**config.mk**
```make
export PLATFORM = sky130hd
export DESIGN_NAME = cpu6_shft_seq
export DESIGN_NICKNAME = d
export VERILOG_FILES = /design/src/rtl/cpu6_shft_seq.sv
export SDC_FILE = /design/constraint.sdc
export NUM_CORES = 1
export LEC_CHECK = 0
export CAP_MARGIN = 20
export CORE_MARGIN = 8
export CORE_UTILIZATION = 53
export DETAILED_ROUTE_END_ITERATION = 16
export PLACE_DENSITY = 0.81
export SYNTH_ARGS = -nofsm -noshare
export SYNTH_HDL_FRONTEND = slang
export SYNTH_SLANG_ARGS = --single-unit
```
**constraint.sdc**
```tcl
create_clock -name clk -period 2.69 [get_ports clk]
set_clock_uncertainty 0.05 [all_clocks]
set_input_delay 0.269 -clock clk [delete_from_list [all_inputs] [get_ports clk]]
set_output_delay 0.269 -clock clk [all_outputs]
set_load 0.005 [all_outputs]
```
**src/rtl/cpu6_shft_seq.sv**
```systemverilog
// cpu6_shft_seq -- iterative shift sequencer for the cpu6 execute stage.
//
// Computes SLL/SRL/SRA (register and immediate forms) over several cycles
// with a small step-shifter instead of a full barrel shifter. The pipeline
// is stalled through busy while it runs. Completion is signalled by a
// one-cycle done pulse. A flush aborts the operation without a pulse.
//
// Configuration macro: CPU6_SHFT_SEQ_STEP16_EN
//   defined   : step set {16, 4, 1}, worst-case 7 steps
//   undefined : step set {4, 1},     worst-case 10 steps
//   Results are identical in both builds; only latency differs.
//
// Ports:
//   clk     in   core clock, rising edge
//   reset   in   asynchronous, active-low reset
//   start   in   request from the E stage, sampled only in IDLE
//   op      in   [0] right shift, [1] arithmetic (00 SLL, 01 SRL, 11 SRA, 10 = SLL)
//   src     in   operand, sampled with start
//   shamt   in   shift amount, sampled with start
//   flush   in   exception/interrupt flush, aborts any operation
//   busy    out  pipeline stall request (combinational)
//   done    out  one-cycle result-valid pulse (state decode)
//   result  out  registered result, held until the next completion
module cpu6_shft_seq #(
  parameter int XLEN = 32
) (
  input  logic            clk,
  input  logic            reset,
  input  logic            start,
  input  logic [1:0]      op,
  input  logic [XLEN-1:0] src,
  input  logic [4:0]      shamt,
  input  logic            flush,
  output logic            busy,
  output logic            done,
  output logic [XLEN-1:0] result
);

  typedef enum logic [1:0] {
    IDLE = 2'd0,
    RUN  = 2'd1,
    DONE = 2'd2
  } state_t;

  state_t          state_q, state_d;
  logic [4:0]      rem_q, rem_d;
  logic [XLEN-1:0] work_q, work_d;
  logic [1:0]      op_q, op_d;

  logic [4:0]      step;
  logic [XLEN-1:0] shifted;
  logic            right;
  logic            fill;
  logic            busy_raw;

  // Step shifter: pick the largest available step that fits in rem.
  // SRA fills from bit 31 of the work register, which stays equal to the
  // latched sign bit because every arithmetic step replicates it.
  always_comb begin
    right = op_q[0];
    fill  = op_q[0] & op_q[1] & work_q[XLEN-1];
    step  = 5'd1;
    if (rem_q >= 5'd4) step = 5'd4;
`ifdef CPU6_SHFT_SEQ_STEP16_EN
    if (rem_q >= 5'd16) step = 5'd16;
`endif
    case (step)
`ifdef CPU6_SHFT_SEQ_STEP16_EN
      5'd16:   shifted = right ? {{16{fill}}, work_q[31:16]} : {work_q[15:0], 16'b0};
`endif
      5'd4:    shifted = right ? {{4{fill}}, work_q[31:4]} : {work_q[27:0], 4'b0};
      default: shifted = right ? {fill, work_q[31:1]} : {work_q[30:0], 1'b0};
    endcase
  end

  always_comb begin
    state_d  = state_q;
    rem_d    = rem_q;
    work_d   = work_q;
    op_d     = op_q;
    busy_raw = 1'b0;
    case (state_q)
      IDLE: begin
        if (start && !flush) begin
          busy_raw = 1'b1;
          work_d   = src;
          op_d     = op;
          rem_d    = shamt;
          state_d  = (shamt == 5'd0) ? DONE : RUN;
        end
      end
      RUN: begin
        busy_raw = 1'b1;
        work_d   = shifted;
        rem_d    = rem_q - step;
        if (rem_q == step) state_d = DONE;
      end
      DONE: begin
        state_d = IDLE;
      end
      default: begin
        state_d = IDLE;
      end
    endcase
    if (flush) state_d = IDLE;
  end

  assign busy = reset & busy_raw;
  assign done = (state_q == DONE);

  always_ff @(posedge clk or negedge reset) begin
    if (!reset) begin
      state_q <= IDLE;
      rem_q   <= '0;
      work_q  <= '0;
      op_q    <= '0;
      result  <= '0;
    end else begin
      state_q <= state_d;
      rem_q   <= rem_d;
      work_q  <= work_d;
      op_q    <= op_d;
      // A flush landing on the DONE cycle must leave result untouched.
      if (state_q == DONE && !flush) result <= work_q;
    end
  end

endmodule

```
== After elaboration in Yosys (flattened, before gate mapping) ==
Index checks and enable logic that the tools add are counted.
Word-level totals
  flip-flop bits (word level): 73
  word-level logic and storage cells: 41
  input bits: 43
  output and inout port bits: 34
Operators by class
  magnitude comparators: 1
  bitwise logic cells: 3
  equality and inequality tests: 7
  reduce and logical (&&, ||, !) cells: 9
  mux-type cells: 15
  $add $sub $neg: 1
Operator list (number)
  $mux 32: 4
  $pmux 32 s2: 1
  $pmux 5 s2: 1
  $mux 2: 4
  $ne 3x3->1 const B: 2
  $reduce_and 2->1: 3
  $eq 5x5->1: 1
  $ge 5x3->1 const B: 1
  $logic_not 5->1: 1
  $mux 5: 1
  $sub 5x5->5: 1
  $pmux 2 s2: 1
  $and 1x1->1: 3
  $eq 3x3->1 const B: 1
  $mux 3: 1
  $eq 2x1->1 const B: 1
  $eq 2x2->1 const B: 1
  $logic_and 1x1->1: 2
  $logic_not 2->1: 1
  $ne 2x2->1 const B: 1
  $pmux 1 s2: 1
  $reduce_bool 2->1: 1
  $logic_not 1->1: 1
  $mux 1: 1

== Depth between registers and ports, before layout ==
Gate-level depths: netlist of the first run.
  word-level depth: 6
  mapped depth: 9
  gate-level depth less buffers: 7

== Worst setup path before layout of the first run ==
OpenSTA, ideal clock, no wires.
  kind: register to register
  from: register rem_q[3]
  to: register rem_q[4]
  library setup time: 0.137 ns
  stages on the path, launching flop included: 10
  path slack: 0.549 ns
  required time: 2.503 ns
  period minus slack after synthesis: 2.141 ns
  arrival: 1.954 ns
  path buffers: 2
  cells stage by stage: dfrtp_1 > or3_1 > buf_6 > inv_12 > buf_4 > ha_1 > nor2b_1 > nor3_1 > mux2i_1 > a21oi_1
On the way
  word-level cells in the longest chain between the ends: 4
Ends and longest elaborated chain
  start, declared: RTL line 46  | logic [4:0] rem_q, rem_d;
  start signal, assigned: RTL line 120  | rem_q <= rem_d;
  $ge 5x3->1: RTL line 63  | if (rem_q >= 5'd4) step = 5'd4;
  $mux 3: RTL line 63
  $sub 5x5->5 (*): RTL line 95  | rem_d = rem_q - step;
  $pmux 5 s2 (*): RTL line 82  | case (state_q)
Mark *: on every way between the ends. The rest lies on a longest branch, timed or not.
A chain may end at the register's enable or synchronous reset.

== Final worst setup path of the first run ==
  from: register rem_q[2]
  to: register rem_q[4]
Same word-level chain as after synthesis.

==> results.md, run 1 <==
Critical path:
- For this design, the slowest cell found on the critical path is or3_1.
- The worst register-to-register path ends at rem_q[4].
- The highest cell delay on the worst timing path is 520 ps.
- The data arrival time at the worst-slack endpoint is about 2500 ps.
- The maximum fanout along the worst path is 45.
- The worst setup path is captured at a flip-flop.
- Walking the worst path, the cells encountered are or3_1 > inv_12 > ha_1 > nor2b_1 > nor3_1 > mux2i_1 > a21oi_1.
- The kind of critical path is flip-flop to flip-flop.
- The number of cells on the worst reg-to-reg path is 7.
- The launch point of the worst reg-to-reg path is rem_q[2].
- At the worst endpoint, the required time is 2860 ps.
- For flop-to-flop paths, the worst setup slack is 390 ps.
- The startpoint kind of the worst setup timing path is a flip-flop.

Routing:
- The detailed-route vias per instance is 6.40.
- In the final routed layout, each cell accounts on average for 19.7 um.
- The final layout contains routed wiring with a total length of 11,400 um.
- The detailed-router iteration count before antenna repair is 6.
- For this block, the initial DRC count from the detailed router was 312.
- The number of DRC violations after detailed routing is 0.
- The detail route stage leaves a number of antenna-violating nets equal to 0.
- The number of vias in the routed layout is approximately 3,700.

Clock network:
- In this run the deepest clock path goes through 2 buffers.
- The clock buffer count from CTS is 9.
- The count of clock tree sinks is 73.
- The clock tree root buffer cell is clkbuf_8.
- At the later pin of the worst-skew pair, clock insertion delay measures around 350 ps.
- In this run, post-CTS hold repair placed 0 buffers.
- TritonCTS built the clock tree.
- The number of instances resized during post-cts repair is 0.
- The clock slew seen by the registers of the worst setup and hold paths is 80 ps.
- The clock tree synthesis step divided the H-tree into 3 levels.
- The setup fix buffers added after clock tree synthesis is 0.

Global routing:
- Across every metal layer, demand over resource in global routing totals 0.211.
- The first-pass GRT wire length is 19,000 um.
- The total congestion overflow is 0.
- The initial antenna violation count is 0.
- The via count of the first global-routing pass came to ~3,800.
- The pin count of the biggest net entering global routing is 74.

Timing:
- The routed design could run at a clock period as short as 2300 ps.
- The achievable frequency is 0.434 GHz.
- In the post-route analysis, the smallest setup slack over all paths is 387 ps.
- Setup repair after global routing left no endpoint under its margin.
- The total count of hold-check failures in the final report is 0.
- The post-route fraction of the period consumed by the critical path is 0.856.
- At the pin with the least slew margin, the transition time is roughly 920 ps.
- The total of endpoints with negative setup slack in the final report is 0.
- The number of slew-limit violations in the final report is 0.
- The headroom to the max-slew limit is 0.384.
- After routing, the total negative slack on setup checks comes to 0 ps.

Floorplanning:
- The initial utilization of the core area, before any placement, comes to 0.539.
- The total number of placement rows is 32.
- The area of the core is between 7000 and 8000 um2.
- The floorplan step set the die width to 104 um.
- The number of ports placed on the die boundary is 77.
- The area enclosed by the die boundary is approximately 11,000 um2.
- The vertical extent of the die is 104 um.

Yosys:
- The number of flops mapped to enable cells by yosys is 0.
- For this run, asynchronously set or reset flops after synthesis account for 1.00.
- The cell count after synthesis came out at 413.
- The synthesized netlist contains 44 unique library cells.
- The area of the mapped netlist is 4120 um2.
- dfrtp_1 takes more of the synthesized area than any other cell.
- The share of synthesized area in the top cell type comes to 0.443.
- The register bit total from synthesis is 73.
- Synthesis produced a netlist with a net count of ~460.
- In the synthesized netlist the dominant register cell turns out to be dfrtp_1.
- The average cell area after synthesis is 9.99 um2.
- The share of the Yosys chip area taken by registers is 0.443.
- For this run, the number of Yosys warnings is 0.
- In the post-synthesis netlist, the biggest area contributors are dfrtp_1 (44%), mux2_2 (8.7%), a221o_1 (6.6%), nand2_1 (5.1%), a22oi_1 (4.7%).

Job:
- Max-cap violations in this run came to 0.

Layout:
- After filler insertion, the fill cell instance count of the layout stands at 575.
- Summing all multi-input logic gate instances after layout gives 2050 um2.
- The count of nets after finishing is 520.
- Registers take 1830 um2.
- The fraction of final layout cells with drive strength greater than 1 is 0.144.
- The top cell types in the final layout, fill and taps aside, are clkdlybuf4s50_1 (75), dfrtp_1 (73), nand2_1 (56).
- The number of antenna diodes is 0.
- The layout overhead on the synthesized area is 25.6%.
- The leading cell type in the layout, fill and taps excluded is clkdlybuf4s50_1.

Power:
- The design internal power is 2.85 mW.
- The share of power burned in the clock network is 0.271.
- The total leakage power is 2.22 nW.
- The analysis attributes to net switching a power of 1.51 mW.
- Across the VDD grid, the largest voltage drop is 0.404 mV.
- The share of total power dissipated in sequential elements is 0.399.
- The combinational group share of total power is 0.330.
- The switching part of the total power is 0.347.
- Power spread over the standard cell area amounts to 843 nW/um2.

Placed design:
- The final weighted congestion in routability-driven placement is 0.899.
- The HPWL after detailed placement is 7860 um.
- The count of port buffers added during placement is 76.
- Before CTS, the worst setup slack after placement is 417 ps.

Status:
- The run finished with clean final reports.

Min path:
- The path type of the worst min-delay path is input port to async pin.
[per-layer routing]
layer / global-route usage / routed length [um] / vias to the layer above
li1: - / - / 1692
met2: 0.324 / 5260 / 193
met4: 0.102 / 372 / 0
met1: 0.270 / 4950 / 1804
met3: 0.0551 / 876 / 36
met5: 0 / 0 / -
[synth_stat cells (3+ instances only)]
cell type,count
dfrtp_1,73
o22ai_1,3
a221oi_1,5
nor2b_1,4
a32oi_1,11
mux2i_1,10
a31oi_1,15
nand2_1,56
inv_1,4
buf_6,4
a22oi_1,26
nor2_1,36
clkbuf_1,18
o32a_1,3
o21ai_0,4
a221o_1,27
a22o_1,3
buf_2,10
nor3_1,6
a21oi_1,20
nand2b_1,6
mux2_2,32
nand3b_1,12
[worst max-delay path: cells and delay by family, from the launching register on]
kind,cells,cell delay (ps)
adder cells (fa/ha/maj),1,300
AND/OR/NAND/NOR,3,860
buffers and inverters,1,220
flip-flops,1,440
AO/OA/AOI/OAI,1,80
multiplexers,1,210
[power by group through the flow]
stage / registers, mW / clock network (mW) / logic (mW)
final: 1.74 / 1.18 / 1.44
after global routing: 1.78 / 1.23 / 1.58
after CTS: 1.73 / 1.19 / 1.43
after detailed placement: 1.74 / 0 / 1.42
after global placement: 1.73 / 0 / 1.38
after floorplan: 1.63 / 0 / 1.02
[kinds of logic after synthesis]
kind of cell             Yosys count  share of synthesized area
AND/OR/NAND/NOR                  128                      0.141
adder cells (fa/ha/maj)            2                    0.00607
XOR/XNOR                           1                    0.00212
flip-flops                        73                      0.443
AO/OA/AOI/OAI                    122                      0.227
buffers and inverters             43                     0.0610
multiplexers                      44                      0.120
[worst max path at each step]
stage / startpoint / slack, ps / to
detailed placement: rem_q[3] / 420 / rem_q[4]
global route: rem_q[2] / 260 / rem_q[4]
finish: rem_q[2] / 390 / rem_q[4]
CTS: rem_q[2] / 400 / rem_q[4]
floorplan: rem_q[3] / 550 / rem_q[4]
global placement: rem_q[3] / 470 / rem_q[4]
[registers in the layout, summed over array words and instances (netlist names)]
register  cells
op_q          2
rem_q         5
result       32
state_q       2
work_q       32
[cell type report]
class	instances	area share
well taps	102	0.0246
clock buffers	11	0.0292
flip-flops and latches	73	0.353
repair buffers	89	0.167
inverters	5	0.00604
clock inverters	5	0.0241
multi-input cells	297	0.396
[per-stage QoR]
stage	instance area, um2	cells	power, mW	hold slack (ps)	utilization
CTS	5180	582	4.35	146	0.678
finish	5180	582	4.37	84.3	0.678
global route	5180	582	4.60	202	0.678
floorplan	4120	413	2.65	-76.6	-
detailed placement	4900	566	3.16	441	0.641
global placement	4900	566	3.11	439	0.641
Note: power is estimated with default switching activity, not from simulation.
==> run 2, diff against run 1 <==
==> constraint.sdc (replaced) <==
create_clock -name clk -period 2.69 [get_ports clk]
set_clock_uncertainty 0.05 [all_clocks]
set_input_delay 0.269 -clock clk [delete_from_list [all_inputs] [get_ports clk]]
set_output_delay 0.269 -clock clk [all_outputs]
set_load 0.01 [all_outputs]
==> run 2 against run 1 <==
Clock power fell by 10%. Setup slack got worse by 27 ps. Sequential power barely moved. Design area fell by 0.63%. Critical path type unchanged. Total power fell by 2.4%. Hold slack got worse by 32 ps. Via count fell by 0.89%. Die area did not move. Final cell count did not move. Sequential share of layout area rose by 0.22 points.
==> results.md, run 2 (same netlist as run 1, synthesis figures left out) <==
Layout:
- The fraction of final layout cells with drive strength greater than 1 is 0.142 (was 0.144).
- The count of nets after finishing is 520 (unchanged).
- The number of antenna diodes is 0 (unchanged).
- The layout overhead on the synthesized area came to 24.8% (was 25.6%).
- The leading cell type in the layout, fill and taps excluded is clkdlybuf4s50_1 (unchanged).
- Commonest cells after routing, fill and taps aside: clkdlybuf4s50_1 (75), dfrtp_1 (73), nand2_1 (56) (unchanged).
- Registers with the highest flip-flop counts: result x32, work_q x32, rem_q x5 (unchanged).

Floorplanning:
- The area enclosed by the die boundary came to 10,900 um2 (unchanged).
- The total number of placement rows was 32 (unchanged).
- The area of the core came to 7650 um2 (unchanged).
- The width of the die is 104 um (unchanged).
- The vertical extent of the die came to 104 um (unchanged).
- The number of ports placed on the die boundary came to 77 (unchanged).
- The starting utilization of the core area is 0.539 (unchanged).

Critical path:
- The critical path capture point type is a flip-flop (unchanged).
- The cell with the biggest individual delay on the critical path is or3_1 (unchanged).
- The startpoint kind of the worst setup timing path is a flip-flop (unchanged).
- The launch point of the worst reg-to-reg path is rem_q[3] (was rem_q[2]).
- The sum of buffers and inverters on the critical path is 1 (unchanged).
- The worst endpoint required time is 2870 ps (was 2860 ps).
- The highest cell delay on the worst timing path came to 540 ps (was 520 ps).
- The depth of the most critical reg-to-reg path was 7 (unchanged).
- The total number of cells along the worst setup path was 7 (unchanged).
- The kind of critical path was flip-flop to flip-flop (unchanged).
- The maximum fanout along the worst path came to 45 (unchanged).
- The cell type group with the largest total delay on the critical path is simple AND/OR/NAND/NOR gates (unchanged).
- The data arrival time at the worst-slack endpoint is 2510 ps (was 2470 ps).
- The launch point of the worst path is rem_q[3] (was rem_q[2]).
- Cells traversed along the worst timing path: or3_1 > inv_12 > ha_1 > nor2b_1 > nor3_1 > mux2i_1 > a21oi_1 (unchanged).

Placed design:
- The HPWL after detailed placement was 7760 um (was 7860 um).
- The worst setup slack after placement is 369 ps (was 417 ps).
- The count of port buffers added during placement is 76 (unchanged).
- The final weighted congestion in routability-driven placement is 0.887 (was 0.899).

Timing:
- The number of slew-limit violations in the final report is 0 (unchanged).
- The final worst setup slack is 360 ps (was 387 ps).
- The total of endpoints with negative setup slack in the final report came to 0 (unchanged).
- The headroom to the max-slew limit is 0.388 (was 0.384).
- The achievable frequency is 0.429 GHz (was 0.434 GHz).
- The post-route fraction of the period consumed by the critical path is 0.866 (was 0.856).
- The total count of hold-check failures in the final report is 0 (unchanged).
- The worst hold margin is 52.1 ps (was 84.3 ps).
- The slew at the pin closest to its max-slew limit was 917 ps (was 924 ps).
- Unrepaired setup endpoints after global routing: no (unchanged).
- The post-route minimum period is 2330 ps (was 2300 ps).
- The summed negative setup slack over all endpoints is 0 ps (unchanged).

Routing:
- The detailed-router iteration count before antenna repair is 6 (unchanged).
- The wire length reported by the detailed router is 11,200 um (was 11,400 um).
- The number of nets with antenna violations after detailed routing was 0 (unchanged).
- The detailed-route vias per instance is 6.34 (was 6.40).
- The number of vias in the routed layout came to 3,692 (was 3,725).
- The routed wire length per instance is 19.2 um (was 19.7 um).
- The number of DRC violations after detailed routing was 0 (unchanged).
- The DRC marker count from the first detailed-route iteration is 350 (was 312).

Power:
- The power density normalized to cell area is 827 nW/um2 (was 843 nW/um2).
- The sum of internal, switching and leakage power is 4.26 mW (was 4.37 mW).
- The total leakage power came to 2.20 nW (was 2.22 nW).
- The largest voltage drop on the vdd net is 0.476 mV (was 0.404 mV).

Clock network:
- The H-tree depth reported by CTS was 3 (unchanged).
- The clock slew seen by the registers of the worst setup and hold paths is 80 ps (about the same).
- The TritonCTS clock tree is yes (unchanged).
- The cts-stage hold buffer count was 0 (unchanged).
- The number of instances resized during post-cts repair is 0 (unchanged).
- The clock tree root buffer cell is clkbuf_8 (unchanged).
- The count of clock tree sinks is 73 (unchanged).
- The number of buffers between clock root and the deepest sink is 2 (unchanged).
- The clock buffer count from CTS came to 9 (unchanged).
- The clock latency at the later pin of the worst-skew pair is 360 ps (was 350 ps).
- The setup fix buffers added after clock tree synthesis is 0 (unchanged).

Global routing:
- The overall global routing resource usage came to 0.209 (was 0.211).
- The first-pass GRT wire length is 18,900 um (was 19,000 um).
- The pin count of the biggest net entering global routing came to 74 (unchanged).
- The via count of the first global-routing pass is 3,627 (was 3,760).
- The initial antenna violation count came to 0 (unchanged).
- The total congestion overflow is 0 (unchanged).

Job:
- The max capacitance violation total is 0 (unchanged).

Min path:
- The path type of the worst min-delay path is input port to async pin (unchanged).

Status:
- Outcome: finished, final reports clean (unchanged).
==> run 2: routing by layer <==
layer	GRT usage	wire [um]	vias up
met2	0.313	5180	191
met1	0.283	4780	1791
met5	0	0	-
met3	0.0520	934	26
li1	-	-	1684
met4	0.0827	262	0
==> run 2: through the flow <==
step | cell area [um2] | util | std cells
finish | 5150 | 0.673 | 582
global route | 5150 | 0.673 | 582
CTS | 5150 | 0.673 | 582
detailed placement | 4900 | 0.641 | 566
global placement | 4900 | 0.641 | 566
floorplan | 4120 | - | 413
==> run 2: worst paths after layout <==
kind	to	slack, ps
max	rem_q[4]	360
min reg2reg	result[19]	460
min	state_q[0]	50
min in group clk	op_q[1]	420
max in group asynchronous	work_q[18]	1900
max reg2reg	rem_q[4]	360
==> run 2: area by class of cell <==
type,count,area (um2)
fill,605,2500
multi-input combinational,297,2050
sequential,73,1830
timing repair buffer,89,866
clock buffer,11,141
tap,102,128
clock inverter,5,103
inverter,5,31.3
==> run 2: power by group <==
part | internal, mW | leakage [nW] | switching (mW)
combinational | 0.726 | 1.14 | 0.736
clock | 0.640 | 0.120 | 0.416
sequential | 1.37 | 0.942 | 0.372
total | 2.74 | 2.20 | 1.52
